[src/rtl/if_id_queue.sv]
// Fetch-to-decode instruction queue: circular buffer of {inst, pc, pc_plus4} with flush.
// Optional IFID_BUBBLE_NOP_EN drives a canonical addi x0,x0,0 bubble on out_* while empty.
module if_id_queue #(
  parameter int unsigned width = 32,
  parameter int unsigned DEPTH = 2
) (
  input  logic                     clk,
  input  logic                     rst,
  input  logic                     in_valid,
  output logic                     in_ready,
  input  logic [width-1:0]         in_inst,
  input  logic [width-1:0]         in_pc,
  input  logic [width-1:0]         in_pc_plus4,
  output logic                     out_valid,
  input  logic                     out_ready,
  output logic [width-1:0]         out_inst,
  output logic [width-1:0]         out_pc,
  output logic [width-1:0]         out_pc_plus4,
  input  logic                     flush,
  output logic [$clog2(DEPTH):0]   count
);

  localparam int unsigned PTR_W = $clog2(DEPTH);
  localparam int unsigned CNT_W = PTR_W + 1;

  typedef struct packed {
    logic [width-1:0] inst;
    logic [width-1:0] pc;
    logic [width-1:0] pc_plus4;
  } entry_t;

  entry_t           mem [DEPTH];
  entry_t           head;
  logic [PTR_W-1:0] wr_ptr;
  logic [PTR_W-1:0] rd_ptr;
  logic             push;
  logic             pop;

  // Handshake flags come only from the registered occupancy.
  assign in_ready  = (count != CNT_W'(DEPTH));
  assign out_valid = (count != '0);
  assign push      = in_valid && in_ready;
  assign pop       = out_valid && out_ready;

  // Storage is deliberately left unreset.
  always_ff @(posedge clk) begin
    if (push && !flush) begin
      mem[wr_ptr] <= '{inst: in_inst, pc: in_pc, pc_plus4: in_pc_plus4};
    end
  end

  // Pointers wrap naturally since DEPTH is a power of two; flush beats push/pop.
  always_ff @(posedge clk or negedge rst) begin
    if (!rst) begin
      wr_ptr <= '0;
      rd_ptr <= '0;
      count  <= '0;
    end else if (flush) begin
      wr_ptr <= '0;
      rd_ptr <= '0;
      count  <= '0;
    end else begin
      if (push) wr_ptr <= wr_ptr + PTR_W'(1);
      if (pop)  rd_ptr <= rd_ptr + PTR_W'(1);
      if (push && !pop) begin
        count <= count + CNT_W'(1);
      end else if (!push && pop) begin
        count <= count - CNT_W'(1);
      end
    end
  end

  always_comb begin
    head         = mem[rd_ptr];
    out_inst     = head.inst;
    out_pc       = head.pc;
    out_pc_plus4 = head.pc_plus4;
`ifdef IFID_BUBBLE_NOP_EN
    if (!out_valid) begin
      out_inst     = width'(32'h0000_0013);
      out_pc       = '0;
      out_pc_plus4 = '0;
    end
`endif
  end

endmodule

[config.mk]
export PLATFORM = sky130hd
export DESIGN_NAME = if_id_queue
export DESIGN_NICKNAME = d
export VERILOG_FILES = /design/src/rtl/if_id_queue.sv
export SDC_FILE = /design/constraint.sdc
export NUM_CORES = 1
export LEC_CHECK = 0
export BUFFER_PORTS_ARGS = -buffer_cell sky130_fd_sc_hd__buf_2
export CAP_MARGIN = 20
export CORE_MARGIN = 5
export CORE_UTILIZATION = 50
export CTS_BUF_LIST = sky130_fd_sc_hd__clkbuf_4 sky130_fd_sc_hd__clkbuf_8
export DETAILED_ROUTE_END_ITERATION = 8
export GPL_TIMING_DRIVEN = 0
export PLACE_DENSITY = 0.81
export SLEW_MARGIN = 25
export SYNTH_ARGS = -nofsm -noshare
export SYNTH_HDL_FRONTEND = slang
export SYNTH_SLANG_ARGS = --single-unit
[constraint.sdc]
create_clock -name clk -period 16.7 [get_ports clk]
set_input_delay 1.67 -clock clk [delete_from_list [all_inputs] [get_ports clk]]
set_output_delay 1.67 -clock clk [all_outputs]
set_load 0.01 [all_outputs]
==> metrics <==
CP Capture Type=primary output; crit start category=flip-flop; worst skew pair latency=0.44 ns; part of the cycle the worst path needs=20.3%; Async SR Flop Fraction=2.04%; layout net count=667; ys flop type=edfxtp_1; Crit path required time=15.03 ns; die height=131 um; core area=0.0144 mm^2; max frequency=294 MHz; cell count after synthesis=325; final setup TNS=0 ns; Vias/cell=4.97; placed wire-length estimate=10300 um; pwr dens=103 mW/mm^2; Yosys top cell area share=79.2%; first-pass GRT wire length=20800 um; share of layout cells above drive strength 1=62.6%; Post-synth top cells=edfxtp_1 (192), mux2_2 (66), mux2_4 (30); post-CTS setup buffers=0; Max VDD drop=0.112 mV; initial drt markers=177; Reg2Reg Setup Slack=14.25 ns; clock buffer count from CTS=17; area delta synth->final=23.9%; RD Place Congestion=0.739; total grt overflow=0; PortBufs=200; hold buffer count at cts=0; number of global-route vias before repair=4162; fin crit period=3.40 ns; Design Area, Final=0.00901 mm^2; Yosys Warn Count=0; initial core utilization=50.5%; Final Total Pwr=0.926 mW; Clock Skew=0.0112 ns; Slew Limit Fails=0; setup violators final=0; Worst slew margin=65.5%; max_cap viols=0; Syn Nets=426; Pre-antenna DRT Iters=7; status=complete, no violations; final hold violations=0; DR DRC count=0; leading area contributor after synthesis=edfxtp_1; hold path startpoint=wr_ptr; largest net degree at the start of global routing=17; Clock Tree Root=clkbuf_8; register bit count reported by yosys=196; htree depth=4; post-synthesis instance area=0.00728 mm^2; CTS sink count=196; Die W=131 um; path depth of the worst reg2reg path=8; WHS Path Cells=2; die footprint=0.0171 mm^2; Post-synth EDFFs=192; initial antenna violation count=0; clock buffer depth=2; DR WL/cell=18.0 um; CTS tree=built; crit path kind=reg -> out; Boundary Pins=201; post-place instance area=0.00869 mm^2; antenna diode count=0; P_leak=3.45 nW; Clk pin slew, worst setup/hold paths=0.08 ns; R2R Path Start=count[1]; WP data arrival=1.73 ns; mean post-synth cell area=22.4 um^2; Seq/Total Area, Yosys=80.6%; Resized cells post-CTS=0; final WL=13700 um; largest cells by area after synthesis=edfxtp_1 (79%), mux2_2 (10%), mux2_4 (6.2%); total number of vias=3785; CP max FO=10; Rows=44; hold crit path type=reg -> reg; most common cell in the netlist=edfxtp_1; unrepaired setup endpoints after global routing=no; worst slew pin tran=0.514 ns; GRT Util Overall=16.3%; Worst R2R End=mem[1][47]; Hold Path End=wr_ptr; synth unique cells=22; antenna-violating nets left=0
final cells by class:
class,instances,area (um^2)
multi-input combinational,116,1330
fill,1036,5410
timing repair buffer,222,1170
clock inverter,10,60.1
sequential,196,5870
tap,184,230
buffer,11,86.3
clock buffer,21,264
inverter,2,7.51
worst max-delay path, stage by stage (launching register included):
cell and delay (ns):
dfrtp_1 0.34, buf_6 0.13, buf_6 0.17, buf_6 0.19, mux2_4 0.32, buf_2 0.14
metrics by stage:
step | hold slack (ns) | setup slack, ns | std cells | util, %
finish | 0.610 | 13.30 | 762 | 62.5
global route | 0.648 | 13.18 | 762 | 62.5
CTS | 0.610 | 13.23 | 762 | 62.5
detailed placement | 0.598 | 13.17 | 731 | 60.3
global placement | 0.551 | 4.04 | 709 | 59.0
floorplan | 0.529 | 7.32 | 325 | -
power breakdown:
part	switching [mW]	internal (mW)	leakage (nW)
clock	0.149	0.107	0.170
combinational	0.0524	0.0537	1.47
sequential	0.00463	0.559	1.82
total	0.206	0.720	3.45
cells by family after synthesis:
kind of cell / synth area share, %
DFF: 80.6
muxes: 16.5
and+or+nand+nor: 0.825
buffers and inverters: 1.29
xor gates and xnor gates: 0.120
AOI/OAI and AO/OA: 0.619
flip-flops by register name, indices dropped and copies added, names as in the netlist:
signal	flops
rd_ptr	1
mem	192
wr_ptr	1
count	2
per-layer routing:
layer | track usage (%) | routed length, um | vias up
li1 | - | - | 1767
met2 | 28.7 | 7290 | 149
met4 | 5.93 | 195 | 0
met1 | 18.5 | 5130 | 1855
met5 | 0 | 0 | -
met3 | 5.41 | 1130 | 14
placed cells by master (no fill, tap or decap), types with 2 or more instances in the layout:
cell      count
a21oi_1       4
buf_2       206
buf_4        20
buf_6         7
clkbuf_4      4
clkbuf_8     17
clkinv_1      3
clkinv_2      3
clkinv_4      2
dfrtp_1       4
edfxtp_1    192
mux2_2       66
mux2_4       30
o21ai_0       2
or2_2         2
worst max-delay path by stage:
stage,startpoint,end,slack (ns),depth (start not counted)
finish,rd_ptr,out_pc[11],13.30,5
global route,rd_ptr,out_pc[15],13.18,5
CTS,rd_ptr,out_pc[11],13.23,5
detailed placement,in_valid,mem[1][79],13.17,7
global placement,in_valid,mem[1][79],4.04,3
floorplan,in_valid,mem[1][0],7.32,2
(Power assumes the default switching activity.)
